--- config.mk ---
export PLATFORM = sky130hd
export DESIGN_NAME = rv_mem_arb
export DESIGN_NICKNAME = d
export VERILOG_FILES = /design/src/rtl/rv_mem_pkg.sv /design/src/rtl/rv_rr_pick.sv /design/src/rtl/rv_mem_arb.sv
export SDC_FILE = /design/constraint.sdc
export NUM_CORES = 1
export LEC_CHECK = 0
export CAP_MARGIN = 20
export CORE_MARGIN = 1
export CORE_UTILIZATION = 35
export DETAILED_ROUTE_END_ITERATION = 8
export PLACE_DENSITY = 0.77
export SYNTH_ARGS = -nofsm -noshare
export SYNTH_HDL_FRONTEND = slang
export SYNTH_SLANG_ARGS = --single-unit
--- constraint.sdc ---
create_clock -name clk -period 3.6 [get_ports clk]
set_input_delay 0.72 -clock clk [delete_from_list [all_inputs] [get_ports clk]]
set_output_delay 0.72 -clock clk [all_outputs]
set_load 0.05 [all_outputs]
--- src/rtl/rv_mem_pkg.sv ---
// Shared types and constants for the rv_mem arbiter family.
package rv_mem_pkg;

  // Arbiter FSM states.
  typedef enum logic [1:0] {
    IDLE   = 2'd0,
    ACCESS = 2'd1,
    DONE   = 2'd2
  } arb_state_t;

  // Requester indices into the req/gnt vectors.
  localparam int REQ_CORE = 0;
  localparam int REQ_LDR  = 1;

  // One-hot grant vector for a requester index.
  function automatic logic [1:0] idx_to_onehot(input logic idx);
    logic [1:0] oh;
    if (idx == 1'b1) begin
      oh = 2'b10;
    end else begin
      oh = 2'b01;
    end
    return oh;
  endfunction

endpackage

--- src/rtl/rv_rr_pick.sv ---
// Two-way round-robin pick: a lone requester always wins, and on a tie the
// requester that did not win last time is chosen.
module rv_rr_pick
  import rv_mem_pkg::*;
(
  input  logic [1:0] req,
  input  logic       last,
  output logic [1:0] pick
);

  // Combinational one-hot selection from the request vector and last winner.
  always_comb begin
    pick = 2'b00;
    case (req)
      2'b01:   pick = 2'b01;
      2'b10:   pick = 2'b10;
      2'b11:   pick = idx_to_onehot(~last);
      default: pick = 2'b00;
    endcase
  end

endmodule

--- src/rtl/rv_mem_arb.sv ---
// Two-requester arbiter for the shared memory port of the multicycle core.
// Requester 0 is the core, requester 1 the loader/debug port. A grant is held
// for the whole access: MEM_LAT cycles of mem_en, then a one-cycle ack with
// registered read data. All outputs come straight from registers.
module rv_mem_arb
  import rv_mem_pkg::*;
#(
  parameter int AW      = 32,
  parameter int DW      = 32,
  parameter int MEM_LAT = 2
) (
  input  logic          clk,
  input  logic          rst,
  input  logic          c_req,
  input  logic          c_we,
  input  logic [AW-1:0] c_addr,
  input  logic [DW-1:0] c_wdata,
  output logic          c_ack,
  input  logic          l_req,
  input  logic          l_we,
  input  logic [AW-1:0] l_addr,
  input  logic [DW-1:0] l_wdata,
  output logic          l_ack,
  output logic [DW-1:0] rdata,
  output logic [1:0]    gnt,
  output logic          mem_en,
  output logic          memrw,
  output logic [AW-1:0] mem_addr,
  output logic [DW-1:0] mem_wdata,
  input  logic [DW-1:0] mem_rdata
);

  // Counter wide enough to hold MEM_LAT-1; a single bit when MEM_LAT is 1.
  localparam int            CW       = (MEM_LAT < 2) ? 1 : $clog2(MEM_LAT + 1);
  localparam logic [CW-1:0] CNT_LOAD = CW'(MEM_LAT - 1);
  localparam logic [CW-1:0] CNT_ZERO = CW'(0);
  localparam logic [CW-1:0] CNT_ONE  = CW'(1);

  arb_state_t    state_r, state_s;
  logic [CW-1:0] cnt_r, cnt_s;
  logic          last_r, last_s;
  logic [1:0]    gnt_r, gnt_s;
  logic          c_ack_r, c_ack_s;
  logic          l_ack_r, l_ack_s;
  logic          mem_en_r, mem_en_s;
  logic          memrw_r, memrw_s;
  logic [AW-1:0] mem_addr_r, mem_addr_s;
  logic [DW-1:0] mem_wdata_r, mem_wdata_s;
  logic [DW-1:0] rdata_r, rdata_s;

  logic [1:0]    req_s;
  logic [1:0]    pick_s;

  assign req_s = {l_req, c_req};

  rv_rr_pick u_pick (
    .req  (req_s),
    .last (last_r),
    .pick (pick_s)
  );

  // FSM state register.
  always_ff @(posedge clk or posedge rst) begin
    if (rst) begin
      state_r <= IDLE;
    end else begin
      state_r <= state_s;
    end
  end

  // Next-state and next-output logic; everything holds unless a state acts.
  always_comb begin
    state_s     = state_r;
    cnt_s       = cnt_r;
    last_s      = last_r;
    gnt_s       = gnt_r;
    c_ack_s     = 1'b0;
    l_ack_s     = 1'b0;
    mem_en_s    = mem_en_r;
    memrw_s     = memrw_r;
    mem_addr_s  = mem_addr_r;
    mem_wdata_s = mem_wdata_r;
    rdata_s     = rdata_r;
    case (state_r)
      IDLE: begin
        gnt_s    = 2'b00;
        mem_en_s = 1'b0;
        if (pick_s != 2'b00) begin
          // Latch the winner's command so the memory side is stable from
          // registers for the whole access.
          state_s  = ACCESS;
          gnt_s    = pick_s;
          last_s   = pick_s[REQ_LDR];
          cnt_s    = CNT_LOAD;
          mem_en_s = 1'b1;
          if (pick_s[REQ_LDR]) begin
            memrw_s     = l_we;
            mem_addr_s  = l_addr;
            mem_wdata_s = l_wdata;
          end else begin
            memrw_s     = c_we;
            mem_addr_s  = c_addr;
            mem_wdata_s = c_wdata;
          end
        end else begin
          state_s = IDLE;
        end
      end
      ACCESS: begin
        mem_en_s = 1'b1;
        if (cnt_r != CNT_ZERO) begin
          cnt_s = cnt_r - CNT_ONE;
        end else begin
          // Last memory cycle: mem_rdata is valid now, ack goes out next.
          state_s  = DONE;
          mem_en_s = 1'b0;
          c_ack_s  = gnt_r[REQ_CORE];
          l_ack_s  = gnt_r[REQ_LDR];
          if (!memrw_r) begin
            rdata_s = mem_rdata;
          end else begin
            rdata_s = rdata_r;
          end
        end
      end
      DONE: begin
        // The ack cycle never re-arbitrates; the grant is released here.
        state_s  = IDLE;
        gnt_s    = 2'b00;
        mem_en_s = 1'b0;
      end
      default: begin
        state_s  = IDLE;
        gnt_s    = 2'b00;
        mem_en_s = 1'b0;
        cnt_s    = CNT_ZERO;
      end
    endcase
  end

  // Registered control outputs, counter and round-robin history.
  always_ff @(posedge clk or posedge rst) begin
    if (rst) begin
      cnt_r    <= CNT_ZERO;
      last_r   <= 1'b1;
      gnt_r    <= 2'b00;
      c_ack_r  <= 1'b0;
      l_ack_r  <= 1'b0;
      mem_en_r <= 1'b0;
    end else begin
      cnt_r    <= cnt_s;
      last_r   <= last_s;
      gnt_r    <= gnt_s;
      c_ack_r  <= c_ack_s;
      l_ack_r  <= l_ack_s;
      mem_en_r <= mem_en_s;
    end
  end

  // Registered memory-side command and read data.
  always_ff @(posedge clk or posedge rst) begin
    if (rst) begin
      memrw_r     <= 1'b0;
      mem_addr_r  <= {AW{1'b0}};
      mem_wdata_r <= {DW{1'b0}};
      rdata_r     <= {DW{1'b0}};
    end else begin
      memrw_r     <= memrw_s;
      mem_addr_r  <= mem_addr_s;
      mem_wdata_r <= mem_wdata_s;
      rdata_r     <= rdata_s;
    end
  end

  assign c_ack     = c_ack_r;
  assign l_ack     = l_ack_r;
  assign gnt       = gnt_r;
  assign mem_en    = mem_en_r;
  assign memrw     = memrw_r;
  assign mem_addr  = mem_addr_r;
  assign mem_wdata = mem_wdata_r;
  assign rdata     = rdata_r;

endmodule
Yosys cells after proc, flatten, opt, wreduce, memory -nomap -nowiden

Index checks and enable logic that the tools add are counted.
Widths: inputs -> output; s select.

Bits in registers: 107
Input port bits: 166
Output and inout port bits: 102

$add $sub $neg: 1
Equality and inequality tests: 8
Muxes and demuxes: 20
Bitwise gates (word level): 3
Reduce and logical (&&, ||, !) cells: 6

Operators by type and width:

| kind                | number |
|---|---|
| $mux 32             | 2 |
| $pmux 2 s3          | 2 |
| $mux 2              | 5 |
| $mux 1              | 8 |
| $pmux 2 s2          | 2 |
| $eq 2x2->1 const B  | 3 |
| $ne 2x2->1 const B  | 3 |
| $reduce_and 3->1    | 2 |
| $eq 2x1->1 const B  | 2 |
| $reduce_bool 2->1   | 2 |
| $not 1->1           | 3 |
| $logic_not 2->1     | 1 |
| $pmux 1 s2          | 1 |
| $reduce_and 2->1    | 1 |
| $sub 2x1->2 const B | 1 |

Depth between registers and ports, before layout

Depth after elaboration: 5
Gate-level depth with buffers: 7
Depth with buffers taken out: 5

By module

Synthesis repeated with hierarchy kept, for this count alone.

Cells, all modules: 324
Area, all modules: 5072.4 um2

Modules (own cells, without submodules):

| module     | instances | cells an instance | area an instance (um2) | seq. area each (um2) |
|---|---|---|---|---|
| rv_mem_arb | 1         | 321               | 5053.6                 | 2678.8 |
| rv_rr_pick | 1         | 3                 | 18.8                   | 0.0 |

Worst setup path before layout

Ideal clock, no wire load.

Path type: in2reg
From: in l_req
To: reg mem_wdata_r[10] (netlist: mem_wdata[10])
Setup time: 0.130 ns
Data arrival time: 1.584 ns
Data required time: 3.470 ns
Path slack: 1.887 ns
Cell stages on the path: 6
Path buffers: 3
Cell sequence: or2_2 clkbuf_1 buf_2 buf_4 a21oi_1 a31oi_1

Word-level cells in the longest chain between the ends: 4
Elaborated cells between the ends (all ways): 7
Classes of those cells: eq/ne: 3; mux: 2; reduce/logical: 2

RTL lines:

| element                                  | line              | source |
|---|---|---|
| start, declared                          | rv_mem_arb.sv:19  | `input logic l_req,` |
| $eq 2x2->1 or $eq 2x1->1 (tied branches) | rv_rr_pick.sv:14  | `case (req)` |
| $pmux 2 s3 *                             | rv_rr_pick.sv:14  |  |
| $reduce_bool 2->1                        | rv_mem_arb.sv:88  | `if (pick_s != 2'b00) begin` |
| $reduce_and 2->1 (no source line)        | --                |  |
| end signal, assigned                     | rv_mem_arb.sv:165 | `mem_wdata_r <= {DW{1'b0}};` |
| end signal, assigned                     | rv_mem_arb.sv:170 | `mem_wdata_r <= mem_wdata_s;` |
| end, declared                            | rv_mem_arb.sv:48  | `logic [DW-1:0] mem_wdata_r, mem_wdata_s;` |

Mark *: on every way between the ends. The rest lies on a longest branch, timed or not.
A chain may end at the register's enable or synchronous reset.

Final worst setup path

From: in c_req
To: reg mem_addr_r[22] (netlist: mem_addr[22])

Word-level cells in the longest chain between the ends: 4
Elaborated cells between the ends (all ways): 7
Classes of those cells: eq/ne: 3; mux: 2; reduce/logical: 2

RTL lines:

| element                                  | line              | source |
|---|---|---|
| start, declared                          | rv_mem_arb.sv:14  | `input logic c_req,` |
| $eq 2x2->1 or $eq 2x1->1 (tied branches) | rv_rr_pick.sv:14  |  |
| $pmux 2 s3 *                             | rv_rr_pick.sv:14  |  |
| $reduce_bool 2->1                        | rv_mem_arb.sv:88  |  |
| $reduce_and 2->1 (no source line)        | --                |  |
| end signal, assigned                     | rv_mem_arb.sv:164 | `mem_addr_r <= {AW{1'b0}};` |
| end signal, assigned                     | rv_mem_arb.sv:169 | `mem_addr_r <= mem_addr_s;` |
| end, declared                            | rv_mem_arb.sv:47  | `logic [AW-1:0] mem_addr_r, mem_addr_s;` |

Marks and branches as above.

==> results.sh <==
export IMPL_drtAntennaViolNets=0
export IMPL_fillerInstances=1087
export IMPL_synth_enable_flop_cells=0
export IMPL_synth_async_reset_ratio_pct=100
export IMPL_synthCells=475
export IMPL_final_design_area_no_fill_mm2=0.00789
export IMPL_grt_total_usage_pct=20.6
export IMPL_total_leakage_power_uw=0.00326
export IMPL_dieHeight_um=120
export IMPL_route_detailed_vias_per_inst=5.08
export IMPL_start_util_pct=36.2
export IMPL_cts_clk_slew_worst_paths_ns=0.07
export IMPL_postRouteWirelength_mm=14.6
export IMPL_timing_setup_critical_path_class="input pin to flop"
export IMPL_max_vdd_ir_drop_mv=0.398
export IMPL_multi_input_combinational_cell_area_mm2=0.00192
export IMPL_hold_class="flop to flop"
export IMPL_status="finished, final reports clean"
export IMPL_finalSetupViolCount=0
export IMPL_synth_seq_cells=107
export IMPL_maximum_number_of_pins_on_one_net_before_global_route_repair=68
export IMPL_synth_ff_type="dfrtp_1"
export IMPL_dr_first_iter_drc_count=256
export IMPL_synth_warning_count=0
export IMPL_grt_pass1_wl_mm=23.1
export IMPL_drtPass1Iterations=4
export IMPL_num_vias=4573
export IMPL_total_power_uw=8170
export IMPL_port_buffers=267
export IMPL_regArea_mm2=0.00268
export IMPL_core_area_mm2=0.0134
export IMPL_dpl_cell_area_mm2=0.00759
export IMPL_finalClockSkew_ns=0.00656
export IMPL_htree_num_levels=3
export IMPL_post_dp_hpwl_mm=10.6
export IMPL_final_instance_count_excl_fill=900
export IMPL_syn_to_final_growth_pct=62.8
export IMPL_report_final_slew_viol_count=0
export IMPL_whs_ns=0.509
export IMPL_clockBufferDepth=2
export IMPL_period_needed_ns=2.43
export IMPL_ctsRootBufferMaster="clkbuf_16"
export IMPL_io_pins=268
export IMPL_cts_hold_buf=0
export IMPL_power_density_over_the_cells_mw_per_mm2=1040
export IMPL_cp_required_ns=3.85
export IMPL_cts_post_setup_buffers_inserted=0
export IMPL_crit_arrival_ns=2.68
export IMPL_placementRows=42
export IMPL_post_route_drc_count=0
export IMPL_setup_tns_final_ns=0
export IMPL_synth_sequential_area_ratio_pct=55.3
export IMPL_timing_fmax_mhz=412
export IMPL_timing_worst_slew_pin_value_ns=0.761
export IMPL_synth_avg_cell_area_um2=10.2
export IMPL_cts_sinks=107
export IMPL_die_area_mm2=0.0143
export IMPL_dp_cells=884
export IMPL_final_hold_violation_count=0
export IMPL_post_route_period_util_pct=67.5
export IMPL_rsz_0062_raised_after_global_routing="false"
export IMPL_gp_routability_congestion=0.790
export IMPL_syn_num_nets=642
export IMPL_grt_pass1_vias=4643
export IMPL_cts_tree="done"
export IMPL_worst_setup_path_end_kind="flop"
export IMPL_syn_area_mm2=0.00485
export IMPL_setup_reg_to_reg_worst_slack_ns=1.44
export IMPL_gr_total_overflow=0
export IMPL_startpoint_type="input pin"
export IMPL_synth_cell_type_count=30
export IMPL_worstSkewPairLatency_ns=0.34
export IMPL_slew_limit_headroom_pct=49.1
export IMPL_insertedDiodeCount=0
export IMPL_nets=886
export IMPL_critical_path_max_fanout=41
export IMPL_cap_viol_max_count=0
export IMPL_post_route_cells_drive_above_1_share_pct=8.98
export IMPL_antenna_found_initial=0
export IMPL_fp_dieW_um=120
export IMPL_ctsResizeCount=0
export IMPL_wl_per_cell_um=16.3
export IMPL_cts_made_buffers=9
## synthesized netlist by cell type, types with 2 or more instances
| master | count | share of area (%) |
|---|---|---|
| nand2_1 | 131 | 10 |
| dfrtp_1 | 106 | 55 |
| a21oi_1 | 68 | 7.0 |
| a31oi_1 | 66 | 8.5 |
| mux2_4 | 30 | 9.3 |
| buf_2 | 25 | 2.6 |
| clkbuf_1 | 9 | 0.70 |
| nor2_1 | 6 | 0.46 |
| inv_1 | 4 | 0.31 |
| buf_12 | 3 | 1.2 |
| buf_4 | 3 | 0.46 |
| a211oi_1 | 2 | 0.31 |
| and2_1 | 2 | 0.26 |
| mux2_2 | 2 | 0.46 |
| mux2i_1 | 2 | 0.41 |
| o21ai_0 | 2 | 0.21 |
## power breakdown
part / switching, µW / internal (µW) / leakage, µW
sequential: 387 / 1820 / 0.00123
clock: 444 / 543 / 0.000138
combinational: 3160 / 1810 / 0.00189
total: 3990 / 4180 / 0.00326
## area by class of cell
| cell class | count | share of cell area (%) |
|---|---|---|
| Timing Repair Buffer | 275 | 34.9 |
| Sequential cell | 107 | 33.9 |
| Multi-Input combinational cell | 322 | 24.3 |
| Tap cell | 176 | 2.79 |
| Inverter | 4 | 0.222 |
| Clock buffer | 9 | 2.85 |
| Clock inverter | 7 | 0.951 |
## state kept, by name (all words and copies together) (netlist names)
| name | count |
|---|---|
| gnt | 2 |
| last_r | 1 |
| l_ack | 1 |
| rdata | 32 |
| mem_addr | 32 |
| cnt_r | 2 |
| mem_wdata | 32 |
| c_ack | 1 |
| mem_en | 1 |
| state_r | 2 |
| memrw | 1 |
## through the flow
step	utilization (%)	setup WS, ns
global route	58.9	1.10
global placement	56.6	0.958
CTS	58.9	1.25
detailed placement	56.6	0.877
floorplan	-	0.0644
finish	58.9	1.17
## layer usage
metal | wire (µm) | GRT usage [%] | vias to the layer above
met4 | 388 | 8.98 | 0
met2 | 7070 | 35.7 | 251
met5 | 0 | 0 | -
li1 | - | - | 2132
met1 | 5920 | 23.7 | 2160
met3 | 1250 | 5.80 | 30
## worst paths after layout
check                            from       endpoint  cells after the start
min reg2reg                 rdata[22]      rdata[22]                      1
max in group asynchronous         rst  mem_wdata[13]                      3
min in group asynchronous         rst      rdata[16]                      2
max reg2reg                state_r[0]   mem_addr[22]                      4
max                             c_req   mem_addr[22]                      5
min                         rdata[22]      rdata[22]                      1
## placed cells by master, fill, tap and decap left out, types with 5 or more instances in the layout
| cell | instances |
|---|---|
| a21oi_1 | 68 |
| a31oi_1 | 66 |
| buf_4 | 6 |
| clkbuf_16 | 9 |
| clkdlybuf4s50_1 | 267 |
| dfrtp_1 | 106 |
| mux2_4 | 30 |
| nand2_1 | 131 |
| nor2_1 | 5 |
## worst max-delay path: stages
cell	delay, ns
clkdlybuf4s50_1	0.58
or2_2	0.52
buf_4	0.49
a21oi_1	0.14
a31oi_1	0.18
## cell families (layout without fill, tap and decap cells)
logic type,count (synthesis),count (layout),synth area share (%)
compound gates,142,142,16.8
simple gates,145,145,11.9
buf+inv,46,295,5.60
fa+ha+maj,1,1,0.258
mux,34,34,10.2
flops,107,107,55.3
No activity file was read; power rests on OpenSTA's default activity.
